File: config.mk
export PLATFORM = sky130hd
export DESIGN_NAME = spi_main_param_flat
export DESIGN_NICKNAME = d
export VERILOG_FILES = /design/src/rtl/spi_main_param_pkg.sv /design/src/rtl/spi_main_param_if.sv /design/src/rtl/spi_main_param_sclk_gen.sv /design/src/rtl/spi_main_param.sv /design/src/flat_wrapper.sv
export SDC_FILE = /design/constraint.sdc
export NUM_CORES = 2
export LEC_CHECK = 0
export BUFFER_PORTS_ARGS = -buffer_cell sky130_fd_sc_hd__clkbuf_2
export CAP_MARGIN = 20
export CORE_MARGIN = 2
export CORE_UTILIZATION = 40
export DETAILED_ROUTE_END_ITERATION = 12
export HOLD_SLACK_MARGIN = 0.1
export PLACE_DENSITY = 0.58
export SYNTH_ARGS = -nofsm -noshare
export SYNTH_HDL_FRONTEND = slang
export SYNTH_SLANG_ARGS = --single-unit
File: constraint.sdc
create_clock -name clk -period 2.3 [get_ports clk]
set_clock_uncertainty 0.2 [all_clocks]
set_input_delay 0.23 -clock clk [delete_from_list [all_inputs] [get_ports clk]]
set_output_delay 0.23 -clock clk [all_outputs]
set_load 0.02 [all_outputs]
File: src/rtl/spi_main_param_pkg.sv
// Shared state encoding, SPI mode constants and width helper for the
// parametrised SPI master.
package spi_pkg;

    typedef enum logic [2:0] {
        ST_IDLE,
        ST_SETUP,
        ST_SHIFT_LO,
        ST_SHIFT_HI,
        ST_HOLD
    } spi_state_e;

    localparam logic CPOL = 1'b0;
    localparam logic CPHA = 1'b0;

    // Bits needed to index n items, never less than one.
    function automatic int width_of(input int n);
        return (n <= 2) ? 1 : $clog2(n);
    endfunction

endpackage

File: src/rtl/spi_main_param_if.sv
// Host handshake plus SPI pins of one master; master modport faces the
// controller, slave modport faces host logic and the attached slaves.
interface spi_main_param_if import spi_pkg::*; #(
    parameter int MAX_BITS = 258,
    parameter int NUM_CS   = 2,
    parameter int LEN_W    = width_of(MAX_BITS + 1),
    parameter int CS_W     = width_of(NUM_CS)
);
    logic                start;
    logic [LEN_W-1:0]    len;
    logic [CS_W-1:0]     cs_sel;
    logic [0:MAX_BITS-1] tx;
    logic [0:MAX_BITS-1] rx;
    logic                busy;
    logic                done;
    logic                err;
    logic                sclk;
    logic                mosi;
    logic                miso;
    logic [NUM_CS-1:0]   cs_n;

    modport master (
        input  start, len, cs_sel, tx, miso,
        output rx, busy, done, err, sclk, mosi, cs_n
    );

    modport slave (
        output start, len, cs_sel, tx, miso,
        input  rx, busy, done, err, sclk, mosi, cs_n
    );
endinterface

File: src/rtl/spi_main_param_sclk_gen.sv
// Half-period counter: strobes on the last clk of each SCLK half period,
// held cleared whenever the master is not in SETUP/SHIFT.
module spi_sclk_gen import spi_pkg::*; #(
    parameter int CLK_DIV = 2
) (
    input  logic clk,
    input  logic rst,
    input  logic run,
    input  logic phase_hi,
    output logic rise_stb,
    output logic fall_stb
);
    localparam int               DIV_W    = width_of(CLK_DIV);
    localparam logic [DIV_W-1:0] DIV_LAST = DIV_W'(CLK_DIV - 1);

    logic [DIV_W-1:0] cnt_q;
    logic             last;

    assign last     = run && (cnt_q == DIV_LAST);
    assign rise_stb = last && !phase_hi;
    assign fall_stb = last && phase_hi;

    always_ff @(posedge clk) begin
        if (rst || !run || last) cnt_q <= '0;
        else                     cnt_q <= cnt_q + DIV_W'(1);
    end
endmodule

File: src/rtl/spi_main_param.sv
// Full-duplex SPI mode-0 master with runtime frame length, NUM_CS selects
// and a busy/done/err handshake; rx is published only on the done cycle.
module spi_main_param import spi_pkg::*; #(
    parameter int MAX_BITS = 258,
    parameter int CLK_DIV  = 2,
    parameter int NUM_CS   = 2
) (
    input  logic             clk,
    input  logic             rst,
    spi_main_param_if.master bus
);
    localparam int               LEN_W    = width_of(MAX_BITS + 1);
    localparam int               CS_W     = width_of(NUM_CS);
    localparam int               IDX_W    = width_of(MAX_BITS);
    localparam int               DIV_W    = width_of(CLK_DIV);
    localparam logic [DIV_W-1:0] DIV_LAST = DIV_W'(CLK_DIV - 1);

    spi_state_e          state_q, state_d;
    logic [LEN_W-1:0]    len_q, bit_cnt_q;
    logic [CS_W-1:0]     cs_q;
    logic [0:MAX_BITS-1] tx_sr, rx_sr, rx_q;
    logic [DIV_W-1:0]    hold_cnt_q;
    logic [IDX_W-1:0]    wr_idx;
    logic                done_q, err_q;
    logic                len_ok, cs_ok, req_ok, accept, hold_end, shifting;
    logic                rise_stb, fall_stb, capture_stb, launch_stb;

    // With a power-of-two NUM_CS every cs_sel encoding is a real slave.
    if (NUM_CS == (1 << CS_W)) begin : g_cs_full
        assign cs_ok = 1'b1;
    end else begin : g_cs_part
        assign cs_ok = bus.cs_sel < CS_W'(NUM_CS);
    end

    assign len_ok   = (bus.len != '0) && (bus.len <= LEN_W'(MAX_BITS));
    assign req_ok   = len_ok && cs_ok;
    assign accept   = (state_q == ST_IDLE) && bus.start && req_ok;
    assign hold_end = (state_q == ST_HOLD) && (hold_cnt_q == DIV_LAST);
    assign shifting = (state_q == ST_SETUP) || (state_q == ST_SHIFT_LO) ||
                      (state_q == ST_SHIFT_HI);
    assign wr_idx   = bit_cnt_q[IDX_W-1:0];

    spi_sclk_gen #(.CLK_DIV(CLK_DIV)) u_sclk_gen (
        .clk      (clk),
        .rst      (rst),
        .run      (shifting),
        .phase_hi (state_q == ST_SHIFT_HI),
        .rise_stb (rise_stb),
        .fall_stb (fall_stb)
    );

    // Mode constants pick which SCLK edge samples miso and which launches mosi.
    assign capture_stb = CPHA ? fall_stb : rise_stb;
    assign launch_stb  = CPHA ? rise_stb : fall_stb;

    always_comb begin
        state_d = state_q;
        unique case (state_q)
            ST_IDLE:               if (accept)   state_d = ST_SETUP;
            ST_SETUP, ST_SHIFT_LO: if (rise_stb) state_d = ST_SHIFT_HI;
            ST_SHIFT_HI:
                if (fall_stb) state_d = (bit_cnt_q == len_q) ? ST_HOLD : ST_SHIFT_LO;
            ST_HOLD:               if (hold_end) state_d = ST_IDLE;
            default:               state_d = ST_IDLE;
        endcase
    end

    always_comb begin
        bus.cs_n = '1;
        bus.sclk = CPOL;
        bus.mosi = 1'b0;
        if (state_q != ST_IDLE)      bus.cs_n[cs_q] = 1'b0;
        if (state_q == ST_SHIFT_HI)  bus.sclk = ~CPOL;
        if (shifting)                bus.mosi = tx_sr[0];
    end

    always_ff @(posedge clk) begin
        if (rst) begin
            state_q    <= ST_IDLE;
            len_q      <= '0;
            bit_cnt_q  <= '0;
            cs_q       <= '0;
            tx_sr      <= '0;
            rx_sr      <= '0;
            rx_q       <= '0;
            hold_cnt_q <= '0;
            done_q     <= 1'b0;
            err_q      <= 1'b0;
        end else begin
            state_q    <= state_d;
            done_q     <= hold_end;
            err_q      <= (state_q == ST_IDLE) && bus.start && !req_ok;
            hold_cnt_q <= ((state_q == ST_HOLD) && !hold_end) ? hold_cnt_q + DIV_W'(1) : '0;
            if (accept) begin
                len_q     <= bus.len;
                cs_q      <= bus.cs_sel;
                tx_sr     <= bus.tx;
                rx_sr     <= '0;
                bit_cnt_q <= '0;
            end
            if (capture_stb) rx_sr[wr_idx] <= bus.miso;
            if (rise_stb)    bit_cnt_q <= bit_cnt_q + LEN_W'(1);
            if (launch_stb)  tx_sr <= {tx_sr[1:MAX_BITS-1], 1'b0};
            if (hold_end)    rx_q <= rx_sr;
        end
    end

    assign bus.busy = (state_q != ST_IDLE);
    assign bus.done = done_q;
    assign bus.err  = err_q;
    assign bus.rx   = rx_q;

    a_done_err_excl: assert property (@(posedge clk) disable iff (rst)
        !(bus.done && bus.err));
    a_cs_onehot: assert property (@(posedge clk) disable iff (rst)
        bus.busy |-> $onehot(~bus.cs_n));
endmodule

File: src/flat_wrapper.sv
// flat-port wrapper written by rule: the top's interface ports become plain ports
module spi_main_param_flat import spi_pkg::*;
#(
    parameter int MAX_BITS = 258,
    parameter int CLK_DIV  = 2,
    parameter int NUM_CS   = 2
)
  (clk, rst, bus_start, bus_len, bus_cs_sel, bus_tx, bus_miso, bus_rx, bus_busy, bus_done, bus_err, bus_sclk, bus_mosi, bus_cs_n);
  spi_main_param_if #(.MAX_BITS(MAX_BITS), .NUM_CS(NUM_CS)) bus_i ();
  input  logic clk;
  input  logic rst;
  input wire logic [$bits(bus_i.start)-1:0] bus_start;
  input wire logic [$bits(bus_i.len)-1:0] bus_len;
  input wire logic [$bits(bus_i.cs_sel)-1:0] bus_cs_sel;
  input wire logic [$bits(bus_i.tx)-1:0] bus_tx;
  input wire logic [$bits(bus_i.miso)-1:0] bus_miso;
  output wire logic [$bits(bus_i.rx)-1:0] bus_rx;
  output wire logic [$bits(bus_i.busy)-1:0] bus_busy;
  output wire logic [$bits(bus_i.done)-1:0] bus_done;
  output wire logic [$bits(bus_i.err)-1:0] bus_err;
  output wire logic [$bits(bus_i.sclk)-1:0] bus_sclk;
  output wire logic [$bits(bus_i.mosi)-1:0] bus_mosi;
  output wire logic [$bits(bus_i.cs_n)-1:0] bus_cs_n;
  assign bus_i.start = bus_start;
  assign bus_i.len = bus_len;
  assign bus_i.cs_sel = bus_cs_sel;
  assign bus_i.tx = bus_tx;
  assign bus_i.miso = bus_miso;
  assign bus_rx = bus_i.rx;
  assign bus_busy = bus_i.busy;
  assign bus_done = bus_i.done;
  assign bus_err = bus_i.err;
  assign bus_sclk = bus_i.sclk;
  assign bus_mosi = bus_i.mosi;
  assign bus_cs_n = bus_i.cs_n;
  spi_main_param #(.MAX_BITS(MAX_BITS), .CLK_DIV(CLK_DIV), .NUM_CS(NUM_CS)) u_core (.clk(clk), .rst(rst), .bus(bus_i));
endmodule
==> After elaboration in Yosys (flattened, before gate mapping) <==
Index checks and enable logic that the tools add are counted.
{ "classes": {"n_addsub": 3, "order_cmp": 5, "n_eq_ne": 9, "muxes": 21, "bitwise": 3, "reduce_logical": 28} }
{ "ops": {"columns": ["cell", "n"], "rows": [
  ["258-bit two-way mux", 5],
  ["258-bit bitwise mux", 1],
  ["9-bit two-way mux", 2],
  ["3-bit two-way mux", 5],
  ["3-bit one-hot mux with 4 select lines", 1],
  ["1-bit logical AND", 11],
  ["10-bit greater-or-equal comparator (second input constant)", 1],
  ["10-bit by 1-bit < comparator with 1-bit output (second input constant)", 1],
  ["9-bit inverter with 10-bit output", 1],
  ["9-bit by 1-bit adder with 9-bit output (second input constant)", 1],
  ["1-bit demux with 9-bit select", 1],
  ["9-bit == test", 1],
  ["9-bit <= comparator (second input constant)", 1],
  ["9-bit nonzero test", 1],
  ["2-bit by 1-bit inequality test with 1-bit output (second input constant)", 4],
  ["3-bit by 2-bit == test with 1-bit output (second input constant)", 2],
  ["2-bit OR reduction", 3],
  ["1-bit logical NOT", 4],
  ["1-bit logical OR", 4],
  ["1-bit two-way mux", 4],
  ["4-bit AND reduction", 1],
  ["2-bit nonzero test", 2],
  ["3-bit by 1-bit == test with 1-bit output (second input constant)", 1],
  ["3-bit == test (second input constant)", 1],
  ["9 further kinds", 10]
]} }
{ "word_totals": {"regBits": 800, "input_bits": 272, "output_inout_bits": 265, "word_cells": 81} }

==> Logic depth before layout (Yosys ltp) <==
{ "depth": {"depth_word": 7, "depth_mapped": 9, "depth_no_buf": 6} }

==> Modules after synthesis <==
From an unflattened synthesis, not the netlist that was laid out.
{ "unflattened": {"cells_unflattened": 4238, "hier_area_um2": 32258.4} }
{ "modules_own_cells": {"columns": ["mod", "instances", "cells_per_inst", "area_each_um2", "seq_area_each_um2"], "rows": [
  ["spi_main_param", 1, 4234, 32210.9, 15995.3],
  ["spi_sclk_gen", 1, 4, 47.5, 20.0]
]} }

==> Least setup slack after synthesis <==
Ideal clock, no wire load.
{ "synth_path": {"path_type": "register to register", "start": "register u_core.state_q[2]", "end": "register u_core.rx_sr[162] (netlist bit)", "setup_time_ns": 0.132, "arrival_ns": 2.096, "required_ns": 1.968, "setup_slack_ns": -0.128, "path_stages_with_launch": 10, "path_buffers": 4, "period_less_slack_ns": 2.428, "cell_sequence": "dfxtp_1 > buf_6 > nand2b_1 > or3_1 > clkbuf_1 > or4b_1 > clkbuf_2 > buf_4 > o211ai_1 > a21oi_1"} }
{ "synth_between": {"elab_chain_cells": 7, "word_cells_on_any_way": 15, "cone_classes": "3 x eq/ne; 4 x mux; 8 x reduce/logical"} }
{ "synth_rtl": {"columns": ["element", "line", "rtl"], "rows": [
  ["from (decl)", "spi_main_param.sv:18", "spi_state_e state_q, state_d;"],
  ["from (signal assigned)", "spi_main_param.sv:90", "state_q <= state_d;"],
  ["3-bit logical NOT", "spi_main_param.sv:37", "assign accept = (state_q == ST_IDLE) && bus.start && req_ok;"],
  ["1-bit logical AND (2 in a row)", "spi_main_param.sv:37", null],
  ["258-bit two-way mux", "spi_main_param.sv:94", "if (accept) begin"],
  ["258-bit two-way mux", "spi_main_param.sv:78", "if (rst) begin"],
  ["258-bit bitwise mux", "spi_main_param.sv:101", "if (capture_stb) rx_sr[wr_idx] <= bus.miso;"],
  ["258-bit two-way mux *", "spi_main_param.sv:101", null],
  ["to (signal, indexed assignment)", "spi_main_param.sv:101", null],
  ["to (decl)", "spi_main_param.sv:21", "logic [0:MAX_BITS-1] tx_sr, rx_sr, rx_q;"]
]} }
Every way passes the cells marked *; elsewhere a longest branch is shown, timed or not. The select of a mux whose other input is x is not followed.
A chain may end at the register's enable or synchronous reset.

==> Worst setup path in the final report <==
{ "layout_path": {"start": "register u_core.bit_cnt_q[5]", "end": "register u_core.rx_sr[61] (netlist bit)"} }
{ "layout_between": {"elab_chain_cells": 7, "word_cells_on_any_way": 8, "cone_classes": "2 x order compare; 4 x mux; 1 x bitwise; 1 x reduce/logical"} }
{ "layout_rtl": {"columns": ["element", "line", "rtl"], "rows": [
  ["from (decl)", "spi_main_param.sv:19", "logic [LEN_W-1:0] len_q, bit_cnt_q;"],
  ["from (signal assigned)", "spi_main_param.sv:102", "if (rise_stb) bit_cnt_q <= bit_cnt_q + LEN_W'(1);"],
  ["9-bit inverter with 10-bit output (not written as such) *", "spi_main_param.sv:101", null],
  ["10-bit greater-or-equal comparator (not written as such) / 10-bit by 1-bit < comparator with 1-bit output (equally long branches)", "spi_main_param.sv:101", null],
  ["1-bit logical AND (not written as such)", "spi_main_param.sv:101", null],
  ["1-bit two-way mux (not written as such)", "spi_main_param.sv:101", null],
  ["1-bit demux with 9-bit select *", "spi_main_param.sv:101", null],
  ["258-bit bitwise mux *", "spi_main_param.sv:101", null],
  ["258-bit two-way mux *", "spi_main_param.sv:101", null]
]} }
Every way passes the cells marked *; elsewhere a longest branch is shown, timed or not.

==> run summary <==
WHS: 0.192 ns
nets: 4881
largest net degree at the start of global routing: 155
PD cells: 764 mW/mm^2
hold crit path type: in -> reg
DR top layer: met4
RSZ-0062 raised after global routing: yes
Die W: 283 um
placed instance count: 5279
Final setup viols: 0
# IOs: 537
Synth top area share: 0.513
YS warnings: 0
crit path cell chain: nand2_1 -> nor3_1 -> buf_4 -> nand2_1 -> o211ai_1 -> a21oi_1
initial antenna violation count: 4
post-synthesis sequential area ratio: 0.513
starting density of the core: 0.404
Worst-Skew Late Latency: 0.65 ns
Routed Wire Length: 113000 um
number of routed nets with antenna violations: 0
Max Root-Sink Buffers: 3
Crit Path Category: reg -> reg
Worst EP arrival: 2.56 ns
simple-gate share of the synthesized area: 0.280
register bit total from synthesis: 800
post-DR vias/cell: 5.42
Tcrit/Tclk final: 0.990
crit path launch type: register
Critical Path RT: 2.59 ns
post-synthesis mux area share: 0.00320
final instance area: 0.0423 mm^2
compound-cell area share of the yosys netlist: 0.140
die height: 283 um
outcome: finished, final reports clean
Rows: 102
CP Capture Type: register
Peak VDD IR: 0.559 mV
placed cell area: 0.0365 mm^2
grt total ovfl: 0
Syn Area/Cell: 8.07 um^2
headroom to the max-slew limit: 0.358
routed metal-1 wirelength: 47700 um
H-tree levels: 3
area share of fa/ha/maj cells after synthesis: 0.00160
Overall Global Routing Usage: 0.271
Slew Limit Fails: 0
drt pass-1 iters: 6
die area: 0.0803 mm^2
Root Buffer: clkbuf_16
overall power: 32.3 mW
wire length on met2: 51500 um
post-synth top area cell: dfxtp_1
distinct cell type count after synthesis: 45
largest family of logic cells by synthesized area: simple AND/OR/NAND/NOR gates
Clock Pin Slew Worst Setup and Hold Paths: 0.07 ns
CTS tree: yes
DR vias: 30998
critical-path maximum fanout: 11
worst slew pin tran: 0.962 ns
post-DR wirelength/cell: 19.8 um
DRC viols: 0
most used cell, CP: nand2_1
first-pass GRT wire length: 175000 um
CP max stage delay: 0.57 ns
FMAX: 439 MHz
XOR/XNOR share of the synthesized area: 0.00308
area delta synth->final: 35.4%
fin crit period: 2.28 ns
number of clock buffers inserted by TritonCTS: 86
GP Congestion: 0.849
Netlist Area Pre-Place: 0.0312 mm^2
Num Clock Sinks: 800
Post-Synthesis Cells: 3872
met3 routed WL: 7950 um
initial DRC count: 2504
Setup TNS: 0 ns
Area contributors post-synth: dfxtp_1 (51%), nand2_1 (7.9%), a21oi_1 (6.4%)
Hold Fails Final Rpt: 0
Synth Net Count: 4148
CP max stage cell: dfxtp_1
number of global-route vias before repair: 30250
non-filler cells, final: 5719
Max Cap Viol: 0
IO buf count: 536
CORE AREA: 0.0773 mm^2
DP HPWL: 72200 um
Static Leak: 16.4 nW
share of cells above drive strength 1: 0.245
## stage by stage
stage                util  setup slack (ns)
floorplan               -           -0.0801
global placement    0.471            -0.302
detailed placement  0.471            -0.346
CTS                 0.545           0.00426
global route        0.547           -0.0368
finish              0.547            0.0226
## what timing repair did
item,CTS,global route
endpoints found under the hold margin,509,0
endpoints found under the setup margin,46,230
gates resized for setup,7,23
hold buffers,272,0
pin swaps,0,2
gates cloned,0,2
setup buffers,4,0
## Yosys cell counts (all sizes together)
| library cell | instances |
|---|---|
| a211o | 1 |
| a211oi | 1 |
| a21oi | 398 |
| a311oi | 1 |
| a31oi | 3 |
| and2 | 18 |
| and3 | 10 |
| and3b | 1 |
| buf | 108 |
| clkbuf | 283 |
| dfxtp | 800 |
| ha | 4 |
| inv | 4 |
| mux2i | 10 |
| nand2 | 657 |
| nand2b | 5 |
| nand3 | 85 |
| nand3b | 5 |
| nand4 | 6 |
| nor2 | 516 |
| nor2b | 6 |
| nor3 | 282 |
| nor3b | 3 |
| nor4 | 262 |
| o211ai | 118 |
| o21ai | 130 |
| o22ai | 124 |
| o311ai | 1 |
| o31ai | 3 |
| or2 | 5 |
| or3 | 6 |
| or4 | 3 |
| or4b | 2 |
| xnor2 | 1 |
| xor2 | 10 |
## routing by layer
metal,GRT usage,up-vias
li1,-,14883
met1,0.348,14737
met2,0.427,1064
met3,0.0584,314
met4,0.146,0
met5,0,-
## path summary, 6_finish.rpt
check	cells after the start	endpoint	startpoint	slack, ns
min	6	u_core.tx_sr[240]	bus_len[7]	0.19
max reg2reg	6	u_core.rx_sr[61]	u_core.bit_cnt_q[5]	0.02
max	6	u_core.rx_sr[61]	u_core.bit_cnt_q[5]	0.02
min reg2reg	2	u_core.bus.rx[123]	u_core.rx_sr[123]	0.24
## cells by family (layout without fill, tap and decap cells)
| logic type | after synthesis | count (layout) |
|---|---|---|
| simple gates | 1872 | 1873 |
| flops | 800 | 800 |
| compound gates | 780 | 780 |
| buf+inv | 395 | 1197 |
| xor+xnor | 11 | 11 |
| mux | 10 | 10 |
| fa+ha+maj | 4 | 4 |
| other cells | 0 | 4 |
## area by class of cell
| cell class | instances | area, um^2 |
|---|---|---|
| diodes | 4 | 10.0 |
| clock buffers | 128 | 2530 |
| clock inverters | 30 | 399 |
| fillers | 7154 | 35000 |
| inverters | 4 | 15.0 |
| multi-input cells | 2678 | 14200 |
| flip-flops and latches | 800 | 16000 |
| well taps | 1040 | 1300 |
| repair buffers | 1035 | 7850 |
## power by group
group          internal, mW  total [mW]  switching, mW
registers              14.4        14.7          0.350
logic                  1.57        3.20           1.62
clock network          8.45        14.4           5.95
## critical path: cells and delay by family (launching register included)
family	cells	cell delay, ns
compound gates	2	0.37
buf+inv	1	0.17
simple gates	3	0.78
flops	1	0.57
## placed cells by master (no fill, tap or decap), types with 70 or more instances in the layout
cell / Yosys / final
a21oi_1: 398 / 398
buf_4: 29 / 167
clkbuf_16: 0 / 88
clkbuf_2: 2 / 534
dfxtp_1: 800 / 796
dlygate4sd3_1: 0 / 272
nand2_1: 657 / 652
nand3_1: 84 / 83
nor2_1: 516 / 515
nor3_1: 201 / 70
nor3_2: 81 / 212
nor4_1: 261 / 261
o211ai_1: 118 / 118
o21ai_0: 129 / 129
o22ai_1: 124 / 124
## sequential cells by signal, summed over array words and instances, names as in the netlist
| signal | count |
|---|---|
| u_core.bus.rx | 258 |
| u_core.bus.done | 1 |
| u_core.hold_cnt_q | 1 |
| u_core.rx_sr | 258 |
| u_core.state_q | 3 |
| u_core.u_sclk_gen.cnt_q | 1 |
| u_core.bus.err | 1 |
| u_core.bit_cnt_q | 9 |
| u_core.tx_sr | 258 |
| u_core.len_q | 9 |
| u_core.cs_q | 1 |
Note: power is estimated with default switching activity, not from simulation.
